<file path="config.mk">
export PLATFORM = sky130hd
export DESIGN_NAME = fetch_prefetch_queue
export DESIGN_NICKNAME = d
export VERILOG_FILES = /design/src/rtl/fetch_prefetch_queue.sv
export SDC_FILE = /design/constraint.sdc
export NUM_CORES = 1
export LEC_CHECK = 0
export BUFFER_PORTS_ARGS = -buffer_cell sky130_fd_sc_hd__buf_4
export CORE_MARGIN = 4
export CORE_UTILIZATION = 29
export CTS_BUF_LIST = sky130_fd_sc_hd__clkbuf_8
export DETAILED_ROUTE_END_ITERATION = 10
export PLACE_DENSITY = 0.59
export SYNTH_ARGS = -nofsm -noshare
export SYNTH_HDL_FRONTEND = slang
export SYNTH_SLANG_ARGS = --single-unit
</file>
<file path="constraint.sdc">
create_clock -name clk -period 2.95 [get_ports clk]
set_input_delay 0.1475 -clock clk [delete_from_list [all_inputs] [get_ports clk]]
set_output_delay 0.1475 -clock clk [all_outputs]
set_load 0.005 [all_outputs]
</file>
<file path="src/rtl/fetch_prefetch_queue.sv">
// Instruction fetch unit: one-outstanding-request fetch FSM feeding a small
// prefetch FIFO, drained into the IF/ID register one entry per unstalled cycle.
module fetch_prefetch_queue #(
  parameter int          DEPTH     = 4,
  parameter logic [31:0] RESET_PC  = 32'h00000060,
  parameter logic [31:0] NOP_INSTR = 32'h00000013
) (
  input  logic                         clk,
  input  logic                         rst,
  input  logic                         stall_in,
  input  logic                         redirect_valid,
  input  logic [31:0]                  redirect_target,
  output logic                         inst_read,
  output logic [31:0]                  inst_addr,
  input  logic                         inst_resp,
  input  logic [31:0]                  inst_rdata,
  output logic [31:0]                  pc_ff,
  output logic [31:0]                  instr_ff,
  output logic                         valid_ff,
  output logic [$clog2(DEPTH+1)-1:0]   q_count
);

  localparam int PW  = $clog2(DEPTH);
  localparam int CW  = $clog2(DEPTH+1);
  localparam int CW1 = CW + 1;

  typedef enum logic [1:0] {IDLE, REQ, DRAIN} state_t;

  state_t        state, state_next;
  logic [31:0]   fetch_pc, fetch_pc_next;
  logic [31:0]   drain_addr;
  logic [31:0]   redir_pc;
  logic          push, pop, flush;
  logic [CW:0]   count_pushed;
  logic [PW-1:0] head, tail;
  logic [31:0]   pc_mem   [DEPTH];
  logic [31:0]   data_mem [DEPTH];

  // Memory handshake: inst_read/inst_addr stay stable from issue until the
  // cycle inst_resp is high; that cycle completes the request.
  assign redir_pc     = redirect_target & ~32'd1;
  assign pop          = !redirect_valid && !stall_in && (q_count != '0);
  assign count_pushed = {1'b0, q_count} + CW1'(1) - CW1'(pop);
  assign inst_addr    = (state == DRAIN) ? drain_addr : fetch_pc;

  always_comb begin
    state_next    = state;
    fetch_pc_next = fetch_pc;
    push          = 1'b0;
    flush         = 1'b0;
    inst_read     = 1'b0;
    case (state)
      IDLE: begin
        if (redirect_valid) begin
          fetch_pc_next = redir_pc;
          flush         = 1'b1;
          state_next    = REQ;
        end else if (q_count < CW'(DEPTH)) begin
          state_next = REQ;
        end
      end
      REQ: begin
        inst_read = 1'b1;
        if (inst_resp && redirect_valid) begin
          fetch_pc_next = redir_pc;
          flush         = 1'b1;
          state_next    = REQ;
        end else if (inst_resp) begin
          push          = 1'b1;
          fetch_pc_next = fetch_pc + 32'd4;
          state_next    = (count_pushed < CW1'(DEPTH)) ? REQ : IDLE;
        end else if (redirect_valid) begin
          fetch_pc_next = redir_pc;
          flush         = 1'b1;
          state_next    = DRAIN;
        end
      end
      DRAIN: begin
        // The stale response still has to be absorbed before a new issue.
        inst_read = 1'b1;
        if (redirect_valid) begin
          fetch_pc_next = redir_pc;
          flush         = 1'b1;
        end
        if (inst_resp) state_next = REQ;
      end
      default: state_next = IDLE;
    endcase
  end

  always_ff @(posedge clk) begin
    if (rst) begin
      state      <= IDLE;
      fetch_pc   <= RESET_PC;
      drain_addr <= RESET_PC;
    end else begin
      state    <= state_next;
      fetch_pc <= fetch_pc_next;
      if (state == REQ && state_next == DRAIN) drain_addr <= fetch_pc;
    end
  end

  always_ff @(posedge clk) begin
    if (rst || flush) begin
      head    <= '0;
      tail    <= '0;
      q_count <= '0;
    end else begin
      if (push) tail <= tail + PW'(1);
      if (pop)  head <= head + PW'(1);
      q_count <= q_count + CW'(push) - CW'(pop);
    end
  end

  always_ff @(posedge clk) begin
    if (push) begin
      pc_mem[tail]   <= fetch_pc;
      data_mem[tail] <= inst_rdata;
    end
  end

  // A redirect squashes the IF/ID slot even while stalled.
  always_ff @(posedge clk) begin
    if (rst) begin
      pc_ff    <= 32'd0;
      instr_ff <= NOP_INSTR;
      valid_ff <= 1'b0;
    end else if (redirect_valid) begin
      instr_ff <= NOP_INSTR;
      valid_ff <= 1'b0;
    end else if (!stall_in) begin
      if (q_count != '0) begin
        pc_ff    <= pc_mem[head];
        instr_ff <= data_mem[head];
        valid_ff <= 1'b1;
      end else begin
        instr_ff <= NOP_INSTR;
        valid_ff <= 1'b0;
      end
    end
  end

endmodule
</file>
[Word level (Yosys, flattened, before mapping)]
Memory sizes are Yosys's and may differ from the RTL's. A register that Yosys moved wholly into a read port is not among the register bits.
Index checks and enable logic that the tools add are counted.
Cells by class
  equality and inequality tests: 3
  magnitude comparators: 2
  mux-type cells: 27
  bitwise operators: 2
  add/subtract/negate cells: 7
  reduce and logical (&&, ||, !) cells: 14
Operators with widths (number)
  32-bit 2-to-1 mux: 5
  32-bit case mux with 2 select lines: 1
  32-bit by 3-bit adder with 32-bit output (second input constant): 1
  2-bit 2-to-1 mux: 8
  1-bit 2-to-1 mux: 11
  2-bit case mux with 3 select lines: 1
  2-bit OR reduction: 3
  2-bit by 1-bit adder with 2-bit output (second input constant): 2
  3-bit by 1-bit adder with 4-bit output (second input constant): 1
  2-bit equality test (second input constant): 2
  1-bit logical AND: 4
  4-bit by 3-bit < comparator with 1-bit output (second input constant): 1
  4-bit by 1-bit subtractor with 4-bit output: 1
  3-bit by 1-bit adder with 3-bit output: 1
  3-bit < comparator (second input constant): 1
  3-bit AND reduction: 1
  3-bit nonzero test: 1
  3-bit by 1-bit subtractor with 3-bit output: 1
  2-bit by 1-bit equality test with 1-bit output (second input constant): 1
  1-bit zero test: 2
  2-bit zero test: 1
  1-bit NOT: 2
  1-bit case mux with 2 select lines: 1
  2-bit nonzero test: 1
  1-bit logical OR: 1
Storage, ports and cells
  bits of input ports: 69
  word-level logic and storage cells: 65
  flip-flop bits (word level): 106
  memories kept: 2
  memory bits (writable): 256
  output and inout port bits: 101
Memories
  data_mem: words 4, bits a word 32, rd ports 1, clocked after Yosys merged registers in 1, wr ports 1, line 37  | logic [31:0] data_mem [DEPTH];
  pc_mem: words 4, bits a word 32, rd ports 1, clocked after Yosys merged registers in 1, wr ports 1, line 36  | logic [31:0] pc_mem [DEPTH];

[Logic depth before layout (Yosys ltp)]
Gate-level depths: netlist of run 1.
  depth in word-level cells: 11
  depth in mapped cells: 13
  mapped depth without buffers: 12

[Worst setup path after synthesis of run 1]
Ideal clock, no wire load.
  path type: reg2reg
  from: register state[0]
  to: memory data_mem[0][0], enable pin
  buffers on the path: 1
  stages on the path, launching flop included: 4
  period minus slack after synthesis: 2794 ps
  required time: 2521 ps
  arrival time: 2364 ps
  library setup time: 429 ps
  slack: 156 ps
  cell sequence: dfxtp_1 ha_1 clkbuf_1 and3_1
Between the ends
  word-level cells in the longest chain between the ends: 4
Ends and longest elaborated chain
  start, declared: line 29  | state_t state, state_next;
  start signal, assigned: line 97  | state <= state_next;
  2-bit by 1-bit equality test with 1-bit output: line 52  | case (state)
  1-bit 2-to-1 mux: line 52
  1-bit 2-to-1 mux: line 116  | if (push) begin
  1-bit 2-to-1 mux (implied by the code): line 118  | data_mem[tail] <= inst_rdata;
  end, declared: line 37
No other way between the ends.

[Final worst setup path of run 1]
  from: register state[0]
  to: output inst_addr[12]
Between the ends
  word-level cells in the longest chain between the ends: 2
Ends and longest elaborated chain
  2-bit equality test: line 44  | assign inst_addr = (state == DRAIN) ? drain_addr : fetch_pc;
  32-bit 2-to-1 mux: line 44
  end, declared: line 14  | output logic [31:0] inst_addr,
No other way between the ends.

==> metrics.md, run 1 <==
| Metric | Value |
|---|---|
| Filler-free cell count of the finished design | 2156 |
| Nets | 1484 |
| RSZ-0062 raised after global routing | no |
| Leakage Power | 0.00717 uW |
| Worst-margin pin slew | 764 ps |
| Port Buf Inserts | 168 |
| Post-synth ARST share | 0% |
| Routed length on met1 | 18.7 mm |
| CP Capture Type | primary output |
| Reg2Reg Depth | 8 |
| Reg2reg end | fetch_pc[21]$_SDFFE_PP0P_ |
| GRT Resource Usage Total | 14.3% |
| Status | completed |
| First-pass GRT wire length | 64.0 mm |
| Num rows | 85 |
| Syn nets | 1210 |
| Hold_ws | 147 ps |
| Die ar. | 0.0581 mm^2 |
| Fin Setup TNS | 0 ps |
| Peak Freq | 367 MHz |
| Syn Area/Cell | 14.0 um^2 |
| P&R area growth vs syn | 28.5% |
| Crit-path max FO | 25 |
| Post-synth cell types | 67 |
| H-tree depth | 3 |
| GPL Wtd Cong | 0.829 |
| Worst Path Required | 2800 ps |
| Num CTS Buffers | 71 |
| Routed wire length | 42.1 mm |
| Worst setup path class | reg2out |
| Final setup fails | 0 |
| Initial drt markers | 881 |
| Post-synth EDFFs | 256 |
| Vias in the first global route | 10.9k |
| Diodes inserted | 0 |
| I/O pin count | 170 |
| Grt total ovfl | 0 |
| Highest routed layer | met4 |
| FF+latch count, synth | 396 |
| Worst ir drop on vdd | 0.294 mV |
| Initial antenna violation count | 0 |
| Vias | 10.6k |
| Worst-skew pair later-pin latency | 620 ps |
| DR pass1 iterations | 6 |
| Initial core utilization | 29.3% |
| Synth warn | 0 |
| Via-to-Cell Ratio | 4.90 |
| WP data arrival | 2580 ps |
| Reg2reg start | state[0]$_SDFF_PP0_ |
| Synthesized cell area | 0.0158 mm^2 |
| DP Cell Count | 1958 |
| Core area | 0.0538 mm^2 |
| MaxCap Viol Count | 0 |
| Crit path capture | inst_addr[12] |
| Largest net degree at the start of global routing | 66 |
| Register area share after synthesis | 66.6% |
| Clock root buffer | clkbuf_8 |
| Skew final | 18.5 ps |
| Hold Path Class | in2reg |
| Setup bufs post-CTS | 0 |
| Wire length per cell | 19.5 um |
| Crit path launch type | flip-flop |
| DRT antenna net count | 0 |
| Power per cell area | 605 mW/mm^2 |
| Clock tree from TritonCTS | done |
| Clock Sinks | 396 |
| WL met2 | 19.5 mm |
| Clock tree buffer depth | 3 |
| Post-synth top flop | edfxtp_1 |
| Final period util | 92.4% |
| Max-slew violations | 0 |
| Residual DRC | 0 |
| Clock-pin slew on the worst setup and hold paths | 50 ps |
| Mapped Cells | 1128 |
| Met3 WL post-DR | 3.19 mm |
| Die height | 241 um |
| Reg2Reg Setup Slack | 240 ps |
| Share of post-route cells with drive strength above 1 | 30.9% |
| Die Width | 241 um |
| Final min period | 2730 ps |
| Hold Vio Cnt, Final | 0 |
| DP Wirelength | 26.0 mm |
| CP Launch Point | state[0]$_SDFF_PP0_ |
| Relative slew slack | 48.7% |
-- flip-flops by register name (all words and copies together), names as in the netlist, named ones only --
register	flops
data_mem	128
pc_mem	128
drain_addr	32
fetch_pc	32
instr_ff	32
pc_ff	32
q_count	3
head	2
state	2
tail	2
valid_ff	1
-- placed cells by master, fill, tap and decap left out, types with 4 or more instances in the layout --
cell type / n
o22ai_1: 9
nand2b_1: 5
mux2_2: 28
mux2i_1: 11
nand2_1: 138
bufinv_16: 5
a31o_2: 13
o21ai_0: 17
a31o_1: 14
mux4_2: 64
nor3_1: 12
a22oi_1: 35
clkinv_2: 11
clkbuf_8: 84
edfxtp_1: 256
a21oi_1: 84
dlygate4sd3_1: 67
clkinv_1: 7
o21ai_1: 6
nor2_1: 67
and3_1: 5
and2_1: 6
and3_2: 4
a31oi_1: 5
inv_1: 34
nand4_1: 7
nand3_1: 18
buf_4: 207
a211oi_1: 8
ha_1: 11
dfxtp_1: 137
buf_12: 8
-- how the worst min path moves through the flow --
stage / slack (ps) / cells past startpoint / start / endpoint
after floorplan: 250 / 0 / inst_rdata[0] / data_mem[0][0]$_DFFE_PP_
after global placement: 350 / 1 / inst_rdata[9] / data_mem[2][9]$_DFFE_PP_
after detailed placement: 350 / 1 / inst_rdata[24] / data_mem[0][24]$_DFFE_PP_
after CTS: 80 / 4 / redirect_valid / state[1]$_SDFF_PP0_
after global routing: 120 / 6 / redirect_valid / tail[1]$_SDFFE_PP0P_
final: 150 / 6 / redirect_valid / tail[1]$_SDFFE_PP0P_
-- cells by family (layout without fill, tap and decap cells) --
group	after synthesis	in the layout	share of synthesized area, %
flip-flops	396	396	66.6
AND/OR/NAND/NOR	285	285	8.29
AO/OA/AOI/OAI	226	226	9.49
multiplexers	103	103	11.8
buffers and inverters	100	432	2.45
adder cells (fa/ha/maj)	13	13	1.08
XOR/XNOR	5	5	0.278
-- worst max-delay path: stages, from the launching register on --
cell     delay, ps
dfxtp_1        350
inv_1          100
ha_2           550
buf_4          410
mux2_2         400
buf_4          140
-- report_power, final --
part / leakage [uW] / internal (uW) / switching (uW)
clock network: 0.000842 / 3050 / 2310
logic: 0.00286 / 372 / 442
registers: 0.00347 / 5990 / 80.8
total: 0.00717 / 9420 / 2840
-- stage by stage --
stage | power (uW) | util [%] | worst slack, ps | instance area (um^2)
after floorplan | 6530 | - | 156 | 15800
after CTS | 12500 | 37.6 | 110 | 20200
after global placement | 6910 | 33.5 | 546 | 18100
final | 12300 | 37.6 | 224 | 20200
after detailed placement | 6930 | 33.5 | 472 | 18100
after global routing | 12800 | 37.6 | 50.4 | 20200
-- cells in the mapped netlist, drive strengths merged, types with 2 or more instances --
cell | count | area, um^2
a211oi | 9 | 72.6
a21oi | 85 | 425
a221o | 2 | 20.0
a22oi | 35 | 263
a2bb2oi | 2 | 17.5
a311oi | 3 | 26.3
a31o | 27 | 236
a31oi | 5 | 31.3
a32o | 3 | 30.0
a32oi | 3 | 26.3
and2 | 6 | 37.5
and3 | 9 | 56.3
and4 | 3 | 26.3
buf | 13 | 60.1
clkbuf | 68 | 255
dfxtp | 140 | 2800
edfxtp | 256 | 7690
ha | 12 | 150
inv | 18 | 67.6
mux2 | 28 | 315
mux2i | 11 | 110
mux4 | 64 | 1440
nand2 | 138 | 518
nand2b | 5 | 31.3
nand3 | 18 | 90.1
nand3b | 2 | 15.0
nand4 | 8 | 65.1
nor2 | 68 | 255
nor3 | 13 | 70.1
nor3b | 3 | 22.5
nor4 | 4 | 52.6
nor4b | 2 | 17.5
o211ai | 3 | 22.5
o21ai | 23 | 115
o221a | 2 | 22.5
o221ai | 2 | 17.5
o22ai | 9 | 56.3
o311ai | 2 | 17.5
o31a | 2 | 17.5
or4 | 2 | 18.8
xnor2 | 3 | 26.3
xor2 | 2 | 17.5
-- area by class of cell --
type | count | area, um^2
clock buffer | 84 | 1160
clock inverter | 47 | 353
multi-input combinational | 632 | 4910
timing repair buffer | 282 | 2380
fill | 5119 | 33600
inverter | 19 | 71.3
tap | 696 | 871
sequential | 396 | 10500
-- routing by layer --
| layer | global-route usage [%] | vias up |
|---|---|---|
| met2 | 22.9 | 376 |
| met3 | 4.10 | 61 |
| met4 | 4.24 | 0 |
| met5 | 0 | - |
| met1 | 19.2 | 5250 |
| li1 | - | 4870 |
-- what timing repair did --
item	CTS	global route
hold buffers	67	0
endpoints found under the setup margin	0	2
hold endpoints to repair	164	0
gates resized for setup	0	2
Note: power is estimated with default switching activity, not from simulation.
==> run 2: changes to the inputs <==
Settings changed: CELL_PAD_IN_SITES_DETAIL_PLACEMENT set to 1, CELL_PAD_IN_SITES_GLOBAL_PLACEMENT set to 2, PLACE_DENSITY 0.59 to 0.73.
==> metrics.md, run 2 (synthesis results as in run 1) <==
| Metric | Value |
|---|---|
| DR pass1 iterations | 4 |
| DP Wirelength | 28.9 mm |
| Filler-free cell count of the finished design | 2161 |
| WP buf/inv | 3 |
| WP data arrival | 2380 ps |
| Peak Freq | 396 MHz |
| GRT Resource Usage Total | 15.3% |
| Crit-path max FO | 39 |
| Via-to-Cell Ratio | 4.89 |
| Reg2Reg Depth | 12 |
| Die Width | 241 um |
| Final min period | 2530 ps |
| Hold Path Class | in2reg |
| Clock root buffer | clkbuf_8 |
| Diodes inserted | 0 |
| Initial core utilization | 29.3% |
| Setup bufs post-CTS | 0 |
| Worst-margin pin slew | 807 ps |
| First-pass GRT wire length | 68.3 mm |
| Die height | 241 um |
| Initial antenna violation count | 0 |
| Stages on the worst setup path | 5 |
| Routed wire length | 44.3 mm |
| Num rows | 85 |
| Final period util | 85.7% |
| Initial drt markers | 552 |
| Regs by FF count | data_mem (128), pc_mem (128) |
| H-tree depth | 3 |
| Skew final | 36.5 ps |
| Num CTS Buffers | 72 |
| Residual DRC | 0 |
| Commonest non-fill, non-tap cell in the layout | edfxtp_1 |
| CP top delay family | buffers and inverters |
| Crit path launch type | flip-flop |
| Fin area | 0.0203 mm^2 |
| Relative slew slack | 45.8% |
| Power per cell area | 611 mW/mm^2 |
| Nets | 1489 |
| Clock Sinks | 396 |
| Clock tree buffer depth | 3 |
| Post-Place Cell Area | 0.0181 mm^2 |
| Port Buf Inserts | 168 |
| Worst setup path class | reg2out |
| Core area | 0.0538 mm^2 |
| RSZ-0062 raised after global routing | no |
| CP max stage cell | buf_4 |
| Share of post-route cells with drive strength above 1 | 31.0% |
| Max-slew violations | 0 |
| Clock-pin slew on the worst setup and hold paths | 50 ps |
| Worst ir drop on vdd | 0.346 mV |
| WHS Path Cells | 3 |
| Most frequent cells in the layout | edfxtp_1, buf_4, nand2_1, dfxtp_1, a21oi_1 |
| Leakage Power | 0.00716 uW |
| Worst stage delay on the critical path | 450 ps |
| P&R area growth vs syn | 28.5% |
| Grt total ovfl | 0 |
| GPL Wtd Cong | 0.814 |
| Status | completed |
| Die ar. | 0.0581 mm^2 |
| Worst-skew pair later-pin latency | 650 ps |
| CP most frequent cell | buf_4 |
| Largest net degree at the start of global routing | 58 |
| Vias | 10.6k |
| I/O pin count | 170 |
| DRT antenna net count | 0 |
| Layout fillers | 5630 |
| Worst Path Required | 2800 ps |
| MaxCap Viol Count | 0 |
| Hold Vio Cnt, Final | 0 |
| Clock tree from TritonCTS | done |
| Fin Setup TNS | 0 ps |
| CP Capture Type | primary output |
| Vias in the first global route | 11.4k |
| Wire length per cell | 20.5 um |
| Final setup fails | 0 |
| DP Cell Count | 1965 |
| Worst-path cell chain | inv_1 > ha_2 > buf_4 > mux2_2 > buf_4 |
run 2: per-stage QoR:
stage | utilization, % | setup slack (ps) | hold slack (ps) | total power (uW)
2_1_floorplan | - | 156 | 246 | 6530
3_3_place_gp | 33.6 | 614 | 347 | 6910
3_5_place_dp | 33.6 | 591 | 352 | 6930
4_1_cts | 37.6 | 362 | 67.8 | 12600
5_1_grt | 37.6 | 268 | 95.0 | 12900
6_report | 37.6 | 422 | 99.5 | 12400
run 2: path summary, 6_finish.rpt:
path	from	endpoint	slack (ps)
worst min register to register	pc_ff[22]$_SDFFE_PP0P_	pc_ff[22]$_SDFFE_PP0P_	460
worst max-delay path	state[0]$_SDFF_PP0_	inst_addr[11]	420
worst min-delay path	rst	drain_addr[5]$_SDFFE_PP1P_	100
worst max register to register	state[1]$_SDFF_PP0_	q_count[2]$_SDFF_PP0_	600
run 2: cell type report:
class / instances / area [um^2] / area share [%]
well taps: 696 / 871 / 4.30
repair buffers: 286 / 2380 / 11.8
inverters: 19 / 71.3 / 0.352
flip-flops and latches: 396 / 10500 / 51.8
multi-input cells: 632 / 4900 / 24.2
clock buffers: 82 / 1130 / 5.57
clock inverters: 50 / 404 / 2.00
run 2: power by group:
| group | switching, uW | leakage, uW | internal, uW | total (uW) |
|---|---|---|---|---|
| combinational | 437 | 0.00286 | 363 | 800 |
| clock | 2320 | 0.000833 | 3170 | 5490 |
| sequential | 91.3 | 0.00347 | 5990 | 6080 |
| total | 2850 | 0.00716 | 9520 | 12400 |
run 2: routing by layer:
metal / vias up / wire [um] / GRT usage (%)
met5: - / 0 / 0
met4: 0 / 845 / 4.36
met3: 60 / 2180 / 3.74
met1: 5368 / 20100 / 20.0
li1: 4879 / - / -
met2: 256 / 21200 / 25.4
run 2: repair_timing:
action                    in CTS  in global routing
hold endpoints to repair     160                  0
hold buffers                  64                  0
gates resized for setup        0                  0
run 2: worst min-delay path: cells and delay by family:
| kind | cells | cell delay (ps) |
|---|---|---|
| compound gates | 1 | 170 |
| buf+inv | 2 | 340 |
